<file path="src/rtl/npu_mem_loader.sv">
// npu_mem_loader: command-driven byte mover in front of a 512x8 NPU memory.
//  Write command: streams bytes from wr_valid/wr_ready into the selected memory.
//  Read command : issues reads (1-cycle address, data one cycle later) into a
//                 small first-word-fall-through FIFO drained over rd_valid/rd_ready.
// Ports:
//  clk, rst_n                         clock, async active-low reset
//  cmd_valid/cmd_ready, cmd_write,
//  cmd_mem, cmd_base, cmd_len         command handshake and payload
//  wr_valid/wr_ready, wr_data         write-byte stream in
//  rd_valid/rd_ready, rd_data         read-byte stream out
//  mem_adr, reg_adr, din, we          memory request (registered)
//  ram_dout                           memory read data
//  busy, done                         status (done is a one-cycle pulse)
module npu_mem_loader #(
  parameter int WIDTH    = 8,
  parameter int MEMSEL_W = 6,
  parameter int REGSEL_W = 9,
  parameter int LEN_W    = 10,
  parameter int RFIFO_D  = 4
) (
  input  logic                clk,
  input  logic                rst_n,
  input  logic                cmd_valid,
  output logic                cmd_ready,
  input  logic                cmd_write,
  input  logic [MEMSEL_W-1:0] cmd_mem,
  input  logic [REGSEL_W-1:0] cmd_base,
  input  logic [LEN_W-1:0]    cmd_len,
  input  logic                wr_valid,
  input  logic [WIDTH-1:0]    wr_data,
  output logic                wr_ready,
  output logic                rd_valid,
  output logic [WIDTH-1:0]    rd_data,
  input  logic                rd_ready,
  output logic [MEMSEL_W-1:0] mem_adr,
  output logic [REGSEL_W-1:0] reg_adr,
  output logic [WIDTH-1:0]    din,
  output logic                we,
  input  logic [WIDTH-1:0]    ram_dout,
  output logic                busy,
  output logic                done
);

  localparam int PW = $clog2(RFIFO_D);
  localparam int CW = PW + 1;
  localparam logic [LEN_W-1:0] LEN_ONE = 1;

  typedef enum logic [2:0] {S_IDLE, S_WRITE, S_READ, S_DRAIN, S_DONE} state_t;

  state_t              state_q, state_d;
  logic [MEMSEL_W-1:0] mem_q, mem_d;
  logic [REGSEL_W-1:0] base_q, base_d;
  logic [LEN_W-1:0]    len_q, len_d, cnt_q, cnt_d;
  logic                we_q, we_d;
  logic [WIDTH-1:0]    din_q, din_d;
  logic [REGSEL_W-1:0] reg_adr_q, reg_adr_d;
  logic [MEMSEL_W-1:0] mem_adr_q, mem_adr_d;
  logic                done_q;
  // Read pipeline: v1 = address cycle, v2 = data cycle (pushed at its end).
  logic                v1_q, v2_q;

  logic [WIDTH-1:0]    fifo_q [RFIFO_D];
  logic [PW-1:0]       wptr_q, rptr_q;
  logic [CW-1:0]       count_q;

  logic                cnt_lt_len, wr_acc, issue, push, pop, cmd_acc;
  logic [1:0]          inflight;
  logic [CW:0]         occ;

  assign cnt_lt_len = cnt_q < len_q;
  assign inflight   = {1'b0, v1_q} + {1'b0, v2_q};
  // Reserve FIFO space for every read already issued so pushes never overflow.
  assign occ        = (CW+1)'(count_q) + (CW+1)'(inflight);

  assign cmd_ready  = (state_q == S_IDLE);
  assign cmd_acc    = cmd_valid && cmd_ready;
  assign wr_ready   = (state_q == S_WRITE) && cnt_lt_len;
  assign wr_acc     = wr_ready && wr_valid;
  assign issue      = (state_q == S_READ) && cnt_lt_len && (occ < (CW+1)'(RFIFO_D));
  assign push       = v2_q;
  assign rd_valid   = (count_q != '0);
  assign rd_data    = fifo_q[rptr_q];
  assign pop        = rd_valid && rd_ready;

  assign busy    = (state_q != S_IDLE);
  assign done    = done_q;
  assign we      = we_q;
  assign din     = din_q;
  assign reg_adr = reg_adr_q;
  assign mem_adr = mem_adr_q;

  always_comb begin
    state_d   = state_q;
    mem_d     = mem_q;
    base_d    = base_q;
    len_d     = len_q;
    cnt_d     = cnt_q;
    we_d      = 1'b0;
    din_d     = din_q;
    reg_adr_d = reg_adr_q;
    mem_adr_d = mem_adr_q;
    case (state_q)
      S_IDLE: begin
        if (cmd_acc) begin
          mem_d  = cmd_mem;
          base_d = cmd_base;
          len_d  = cmd_len;
          cnt_d  = '0;
          if (cmd_len == '0)  state_d = S_DONE;
          else if (cmd_write) state_d = S_WRITE;
          else                state_d = S_READ;
        end
      end
      S_WRITE: begin
        if (wr_acc) begin
          we_d      = 1'b1;
          din_d     = wr_data;
          reg_adr_d = base_q + cnt_q[REGSEL_W-1:0];
          mem_adr_d = mem_q;
          cnt_d     = cnt_q + LEN_ONE;
          if ((cnt_q + LEN_ONE) == len_q) state_d = S_DONE;
        end
      end
      S_READ: begin
        if (issue) begin
          reg_adr_d = base_q + cnt_q[REGSEL_W-1:0];
          mem_adr_d = mem_q;
          cnt_d     = cnt_q + LEN_ONE;
          if ((cnt_q + LEN_ONE) == len_q) state_d = S_DRAIN;
        end
      end
      S_DRAIN: begin
        if (inflight == 2'd0 && count_q == '0) state_d = S_DONE;
      end
      S_DONE:  state_d = S_IDLE;
      default: state_d = S_IDLE;
    endcase
  end

  always_ff @(posedge clk or negedge rst_n) begin
    if (!rst_n) begin
      state_q   <= S_IDLE;
      mem_q     <= '0;
      base_q    <= '0;
      len_q     <= '0;
      cnt_q     <= '0;
      we_q      <= 1'b0;
      din_q     <= '0;
      reg_adr_q <= '0;
      mem_adr_q <= '0;
      done_q    <= 1'b0;
      v1_q      <= 1'b0;
      v2_q      <= 1'b0;
      wptr_q    <= '0;
      rptr_q    <= '0;
      count_q   <= '0;
    end else begin
      state_q   <= state_d;
      mem_q     <= mem_d;
      base_q    <= base_d;
      len_q     <= len_d;
      cnt_q     <= cnt_d;
      we_q      <= we_d;
      din_q     <= din_d;
      reg_adr_q <= reg_adr_d;
      mem_adr_q <= mem_adr_d;
      done_q    <= (state_q == S_DONE);
      v1_q      <= issue;
      v2_q      <= v1_q;
      if (push) wptr_q <= wptr_q + PW'(1);
      if (pop)  rptr_q <= rptr_q + PW'(1);
      case ({push, pop})
        2'b10:   count_q <= count_q + CW'(1);
        2'b01:   count_q <= count_q - CW'(1);
        default: count_q <= count_q;
      endcase
    end
  end

  // Storage needs no reset; validity is carried entirely by count_q.
  always_ff @(posedge clk) begin
    if (push) fifo_q[wptr_q] <= ram_dout;
  end

endmodule

</file>
<file path="config.mk">
export PLATFORM = sky130hd
export DESIGN_NAME = npu_mem_loader
export DESIGN_NICKNAME = d
export VERILOG_FILES = /design/src/rtl/npu_mem_loader.sv
export SDC_FILE = /design/constraint.sdc
export NUM_CORES = 1
export LEC_CHECK = 0
export CORE_MARGIN = 10
export CORE_UTILIZATION = 55
export CTS_CLUSTER_SIZE = 16
export DETAILED_ROUTE_END_ITERATION = 6
export GPL_ROUTABILITY_DRIVEN = 0
export PLACE_DENSITY = 0.89
export REMOVE_ABC_BUFFERS = 1
export SLEW_MARGIN = 20
export SYNTH_ARGS = -nofsm -noshare
export SYNTH_HDL_FRONTEND = slang
export SYNTH_SLANG_ARGS = --single-unit
</file>
<file path="constraint.sdc">
create_clock -name clk -period 5 [get_ports clk]
set_input_delay 1 -clock clk [delete_from_list [all_inputs] [get_ports clk]]
set_output_delay 1 -clock clk [all_outputs]
set_load 0.03 [all_outputs]
</file>
==> out/results.tsv <==
metric	value	unit
crit_path_max_fanout	9	
final_util	0.698	
maxSlewViolCount	0	
antenna_left	0	
syn_to_final_growth	22.1	%
synth.area.top_cells	dfrtp_1 (36%), edfxtp_1 (19%), mux2_2 (8.0%)	
power_density	628	mW/mm^2
power_leakage	0.00254	uW
clk_pin_slew	0.11	ns
synthTopCellsByCount	dfrtp_1 (72), mux2_2 (36), edfxtp_1 (32), o21ai_0 (32)	
hold_viol_final	0	
cts_resized	0	
ys_ff_latch	104	
grt_start_max_net_pins	47	
cts_made_buffers	9	
cts_hold_buffers	0	
cts_max_level	3	
num_antenna_cells	0	
fp.dieH	116	microns
ys_types	48	
netlist_area	0.00506	sq mm
post_dp_cell_area	0.00598	sq mm
min_path_cells	0	
drc	0	
port_buffers	83	
wl_per_cell	18.5	microns
synth_ff_type	dfrtp_1	
crit_type	reg -> out	
cts_tree	done	
drt_iter0_markers	223	
grt_pass1_vias	3880	
crit_required	4.00	ns
rows	34	
totalPowerFinal	3880	uW
antenna_found_initial	0	
layout-drive-gt1-share	0.135	
fin_skew	0.0128	ns
start_util	0.572	
avgSynthCellArea	12.3	sq um
rsz0062_at_grt	no	
worstSkewPairLatency	0.38	ns
tightest_slew	1.03	ns
status	finished clean	
r2r_cells	9	
worstPathArrival	2.86	ns
grt_pass1_wl	18600	microns
final_nets	573	
yosysSeqAreaShare	0.546	
fmax	259	MHz
via_per_inst	5.79	
drt-total-wl	11300	microns
cts_buffer_depth	2	
setup_violations	0	
slew_headroom	0.310	
via_count	3533	
synth_edf_count	32	
coreArea	0.00885	sq mm
cp-end-kind	output port	
gr-usage-all-layers	0.174	
finalCritPeriodShare	0.771	
final_area	0.00618	sq mm
synth_cells	412	
root_buffer	clkbuf_8	
dp_hpwl	8280	microns
maxCapViolCount	0	
ys_warn_count	0	
period_needed	3.86	ns
grt_remaining_overflow	0	
yosysTopAreaCell	dfrtp_1	
fin_setup_tns	0	ns
async_flop_share	0.692	
first_pass_iters	5	
cts_setup_buffers	0	
cts.sinks	104	
synthMostInstantiatedCell	dfrtp_1	
num_io_pins	84	
holdCritPathClass	reg -> reg	
startpoint_type	register	
die_x	116	microns
ir_drop	0.410	mV
die-area	0.0134	sq mm
synth_top_area_frac	0.356	
## area by class of cell
cell class	instances	area [sq um]
tap	108	135
timing repair buffer	86	851
sequential	104	2760
clock inverter	7	73.8
fill	629	2670
clock buffer	9	124
multi-input combinational	269	2130
inverter	27	101
## metal layers
| metal | wire, microns | track usage | vias up | share of wire |
|---|---|---|---|---|
| met5 | 0 | 0 | - | 0 |
| met4 | 204 | 0.0701 | 0 | 0.018 |
| met3 | 823 | 0.0496 | 19 | 0.073 |
| met2 | 5640 | 0.298 | 149 | 0.50 |
| met1 | 4590 | 0.203 | 1725 | 0.41 |
| li1 | - | - | 1640 | - |
## through the flow
stage | cells | hold slack, ns | setup WS [ns]
floorplan | 400 | 0.380 | 2.23
global placement | 594 | 0.386 | 1.65
detailed placement | 594 | 0.403 | 1.60
CTS | 610 | 0.414 | 1.17
global route | 610 | 0.435 | 1.01
finish | 610 | 0.420 | 1.14
## critical path: stages (launching register included)
cell	delay [ns]
dfrtp_1	0.54
ha_1	0.31
a21oi_1	0.12
nor2_1	0.06
o2111a_1	0.26
nor3b_1	0.27
and3_1	0.21
clkdlybuf4s50_1	0.71
## layout by cell type, fill, tap and decap left out, types with 3 or more instances in the layout
cell type and instances:
clkdlybuf4s50_1 82, dfrtp_1 72, mux2_2 36, o21ai_0 32, edfxtp_1 32, inv_1 27, ha_1 27, nand2_1 26
xnor2_1 16, nor2_1 15, a21oi_1 14, xor2_1 12, nor3_1 11, nand3_1 11, and2_1 9, clkbuf_8 9
mux4_2 8, o31ai_1 6, nor2b_1 4, inv_6 4, buf_4 4, a21o_1 3, and3_1 3, nand2b_1 3
nor4_1 3
## final timing paths
path | to | startpoint | slack [ns]
worst min register to register | push | v1_q | 0.42
worst min-delay path | push | v1_q | 0.42
worst max-delay path | wr_ready | cnt_q[3] | 1.14
max in group asynchronous | base_q[8] | rst_n | 3.61
worst max register to register | cnt_q[5] | push | 1.74
min in group asynchronous | base_q[2] | rst_n | 0.61
## sequential cells by signal, summed over array words and instances, names as in the netlist
name / cells
mem_q: 6
mem_adr: 6
rptr_q: 2
push: 1
fifo_q: 32
v1_q: 1
done: 1
count_q: 3
len_q: 10
state_q: 3
cnt_q: 10
din: 8
wptr_q: 2
base_q: 9
we: 1
reg_adr: 9
## cells by family (layout without fill, tap and decap cells)
group	after synthesis	in the layout	synth area share
AOI/OAI and AO/OA	68	68	0.0809
xor gates and xnor gates	28	28	0.0485
adders and majority gates	29	29	0.0747
buffers and inverters	39	129	0.0326
DFF	104	104	0.546
muxes	45	45	0.118
and+or+nand+nor	99	99	0.0992
## where the power goes
| group | switching [uW] | internal (uW) | total, uW |
|---|---|---|---|
| Combinational | 1050 | 877 | 1920 |
| Clock | 332 | 200 | 532 |
| Sequential | 248 | 1180 | 1420 |
| Total | 1630 | 2250 | 3880 |
Power figures use the tool's default switching activity.
